<file path="src/rtl/rd_stream_adapter.sv">
// rd_stream_adapter
//   Turns the read side of an async FIFO (empty flag + combinational read
//   data) into a valid/ready stream. A 2-entry skid buffer decouples the pop
//   request from downstream backpressure, so rinc never depends
//   combinationally on m_ready, and full throughput is kept.
//
// Ports
//   r_clk      read-domain clock, rising edge
//   r_rst      asynchronous active-low reset
//   rempty     FIFO empty flag (r_clk domain)
//   rdata      FIFO read data at current raddr, valid in the same cycle
//   rinc       pop request to the read controller
//   m_valid    output stream word valid (registered)
//   m_data     output stream word (registered head entry)
//   m_ready    downstream accepts word
//   occupancy  number of words held in the skid buffer, 0..2
//   xfer_cnt   16-bit wrapping count of completed takes; present only
//              when RD_STREAM_XFER_CNT_EN is defined
//
// Build option: `define RD_STREAM_XFER_CNT_EN to add the xfer_cnt port.

module rd_stream_adapter #(
    parameter int DATA_WIDTH = 8
) (
    input  logic                  r_clk,
    input  logic                  r_rst,
    input  logic                  rempty,
    input  logic [DATA_WIDTH-1:0] rdata,
    output logic                  rinc,
    output logic                  m_valid,
    output logic [DATA_WIDTH-1:0] m_data,
    input  logic                  m_ready,
    output logic [1:0]            occupancy
`ifdef RD_STREAM_XFER_CNT_EN
    ,
    output logic [15:0]           xfer_cnt
`endif
);

    logic [DATA_WIDTH-1:0] head_q, tail_q;
    logic [DATA_WIDTH-1:0] head_d, tail_d;
    logic [1:0]            count_q, count_d;
    logic                  guard_q;
    logic                  pop;
    logic                  take;

    // The read controller reports "not empty" straight out of reset, so the
    // guard blocks the very first pop request after reset release.
    assign rinc      = ~rempty & (count_q < 2'd2) & ~guard_q;
    assign pop       = rinc & ~rempty;
    assign m_valid   = (count_q != 2'd0);
    assign take      = m_valid & m_ready;
    assign m_data    = head_q;
    assign occupancy = count_q;

    always_comb begin
        head_d  = head_q;
        tail_d  = tail_q;
        count_d = count_q;
        case (count_q)
            2'd0: begin
                if (pop) begin
                    head_d  = rdata;
                    count_d = 2'd1;
                end
            end
            2'd1: begin
                // Simultaneous pop and take: the new word replaces the head.
                if (pop && take) begin
                    head_d = rdata;
                end else if (pop) begin
                    tail_d  = rdata;
                    count_d = 2'd2;
                end else if (take) begin
                    count_d = 2'd0;
                end
            end
            2'd2: begin
                // rinc is low when full, so only a take can happen here.
                if (take) begin
                    head_d  = tail_q;
                    count_d = 2'd1;
                end
            end
            default: begin
                count_d = 2'd0;
            end
        endcase
    end

    always_ff @(posedge r_clk or negedge r_rst) begin
        if (!r_rst) begin
            head_q  <= '0;
            tail_q  <= '0;
            count_q <= '0;
        end else begin
            head_q  <= head_d;
            tail_q  <= tail_d;
            count_q <= count_d;
        end
    end

    always_ff @(posedge r_clk or negedge r_rst) begin
        if (!r_rst) begin
            guard_q <= 1'b1;
        end else begin
            guard_q <= 1'b0;
        end
    end

`ifdef RD_STREAM_XFER_CNT_EN
    always_ff @(posedge r_clk or negedge r_rst) begin
        if (!r_rst) begin
            xfer_cnt <= '0;
        end else if (take) begin
            xfer_cnt <= xfer_cnt + 16'd1;
        end
    end
`endif

endmodule

</file>
<file path="config.mk">
export PLATFORM = sky130hd
export DESIGN_NAME = rd_stream_adapter
export DESIGN_NICKNAME = d
export VERILOG_FILES = /design/src/rtl/rd_stream_adapter.sv
export SDC_FILE = /design/constraint.sdc
export NUM_CORES = 1
export LEC_CHECK = 0
export CAP_MARGIN = 20
export CORE_MARGIN = 2
export CORE_UTILIZATION = 32
export DETAILED_ROUTE_END_ITERATION = 12
export PLACE_DENSITY_LB_ADDON = 0.25
export SKIP_CTS_REPAIR_TIMING = 1
export SYNTH_ARGS = -nofsm -noshare
export SYNTH_HDL_FRONTEND = slang
export SYNTH_SLANG_ARGS = --single-unit
</file>
<file path="constraint.sdc">
create_clock -name r_clk -period 1.7 [get_ports r_clk]
set_input_delay 0.17 -clock r_clk [delete_from_list [all_inputs] [get_ports r_clk]]
set_output_delay 0.17 -clock r_clk [all_outputs]
set_load 0.005 [all_outputs]
</file>
==> metrics.yaml <==
final_layout:
  area_growth_pct: 43.52
  final_common_cell: "clkdlybuf4s50_1"
  drive_above_1_share_pct: 29.79
  nets: 107
  multi_input_area_sq_um: 386.6
  design_area_sq_mm: 0.001246
  n_antenna_cell: 0
  layout_common_cells: "clkdlybuf4s50_1 (23), dfrtp_1 (17), buf_4 (9)"
  fillerInstances: 236
  seq_area_sq_um: 478.0
  final_core_util_pct: 49.40
  final_cells: 124
power:
  internal-power_uw: 980.7
  power_switching_uw: 330.7
  pwr-share-comb_pct: 32.3
  pwr-share-clk_pct: 17.5
  seqPwrFrac_pct: 50.2
  peakVddDrop_uv: 827.0
  cellPowerDensity_mw_per_mm2: 1052
  swShare_pct: 25.22
  p_leak_nw: 0.5365
setup_path:
  timing.rr.start: "guard_q"
  startpoint_type: "flop"
  timing.critical_path.cells: "or2_2 -> clkdlybuf4s50_1"
  critical_path.max_fanout: 3
  crit_type: "reg2out"
  worst_path_max_delay_cell: "clkdlybuf4s50_1"
  end_kind: "output pin"
  cp.arrival_ps: 1470
  slowest_delay_ps: 440
  critPathTopFamily: "buffers and inverters"
  startpoint: "occupancy[1]"
  cp.required_ps: 1530
  path_buf_inv: 1
synth:
  synth_mux_area_share_pct: 16.14
  syn_avg_cell_area_sq_um: 14.97
  syn_nets: 70
  ys_ff_latch: 19
  yosys_warnings: 0
  synthSimpleGateAreaFrac_pct: 13.11
  yosysSeqAreaShare_pct: 54.90
  synth_area_sq_um: 868.3
  synthXorXnorAreaFrac_pct: 0
  synth_fa_ha_area_share_pct: 0
  synth_top_family_by_area: "multiplexers"
  synth.distinct_cells: 18
  synth_compound_area_share_pct: 14.84
  synthCells: 58
route:
  vias: 615
  drt_pass1_iterations: 2
  drt_iter0_drc: 10
  drtAntennaViolNets: 0
  vias_per_cell: 4.960
  drc: 0
  wl_um: 1817
  wl_per_cell_um: 14.65
cts:
  worstSkewPairLatency_ps: 290
  cts_root_buf: "clkbuf_4"
  clk_path_buf_depth: 2
  h-tree-depth: 1
  cts_tree: "built"
  cts_made_buffers: 3
  cts_sinks: 19
  cts.reportedPaths.clkPinSlew_ps: 110
grt:
  grt_pass1_wl_um: 3194
  antenna_found_initial: 0
  grtUsageTotal_pct: 13.06
  first_global_vias: 649
  grt-ovfl-total: 0
  grt_max_degree: 12
place:
  hpwl_um: 1313
  portBuffers: 23
  gp_congestion: 0.7785
  placed_area_sq_mm: 0.001211
  dpl.cell_count: 119
  dp_slack_ps: 87.09
run:
  cap_violations: 0
sta:
  period_needed_ps: 1637
  rsz0062_at_grt: "false"
  setup_viol: 0
  finalHoldViolations: 0
  fin_crit_sh_pct: 96.28
  setup_slack_ps: 63.24
  fin_worst_skew_ps: 3.379
  fmax_mhz: 611.0
  slew_viol_final: 0
min_path:
  min_path_type: "in2async"
floorplan:
  io_pins: 24
  die_area_sq_mm: 0.003146
  core_area_sq_mm: 0.002522
  fp-row-count: 18
  initial_utilization_pct: 34.42
  die_height_um: 56.09
  die_w_um: 56.09
status:
  status: "completed"
[per-layer routing]
metal	GRT usage (%)	vias to the layer above	wire [um]
li1	-	288	-
met1	18.04	312	917
met2	19.50	13	806
met3	5.116	2	77
met4	2.381	0	15
met5	0	-	0
[final cells by class]
class	count	share of cell area, %
sequential	19	38.35
tap	30	3.012
clock buffer	4	2.108
multi-input combinational	38	31.02
timing repair buffer	33	25.50
[power by group through the flow]
stage	Clock, mW	Sequential, mW	Combinational [mW]
final	0.230	0.658	0.424
after global routing	0.260	0.678	0.456
after CTS	0.239	0.657	0.427
after detailed placement	0	0.664	0.424
after global placement	0	0.664	0.418
after floorplan	0	0.659	0.203
[worst paths after layout]
path	end	slack [ps]	cells past startpoint
max	m_valid	60	2
min	occupancy[1]	170	1
max reg2reg	tail_q[5]	190	5
min reg2reg	tail_q[2]	510	1
max in group asynchronous	m_data[2]	1020	2
min in group r_clk	tail_q[2]	510	1
[registers in the layout, summed over array words and instances (netlist names)]
signal     cells
guard_q        1
occupancy      2
tail_q         8
m_data         8
[synth_stat cells]
master / count / share of area (%)
buf_2: 1 / 0.58
nand2b_1: 1 / 0.72
mux2i_1: 2 / 2.3
a21oi_1: 1 / 0.58
dfrtp_1: 18 / 52
or2_1: 8 / 5.8
nor2_1: 2 / 0.86
or2_2: 1 / 0.72
o41ai_4: 1 / 3.2
nand2_4: 1 / 1.3
mux2_4: 8 / 14
conb_1: 1 / 0.43
nand3b_1: 1 / 0.86
o221a_1: 8 / 10
o22ai_1: 1 / 0.72
nor2b_2: 1 / 1.0
nor3_4: 1 / 1.9
dfstp_2: 1 / 3.0
[stage by stage]
stage          power [mW]  hold slack, ps  setup TNS, ps
2_1_floorplan      0.8614          -125.6              0
3_3_place_gp        1.082           486.9              0
3_5_place_dp        1.088           484.5              0
4_1_cts             1.323           179.3         -32.02
5_1_grt             1.393           189.6              0
6_report            1.311           166.9              0
[logic make-up after synthesis]
kind of cell           count (synthesis)
and+or+nand+nor                       16
buffers and inverters                  1
other                                  1
DFF                                   19
muxes                                 10
AOI/OAI and AO/OA                     11
(Power assumes the default switching activity.)
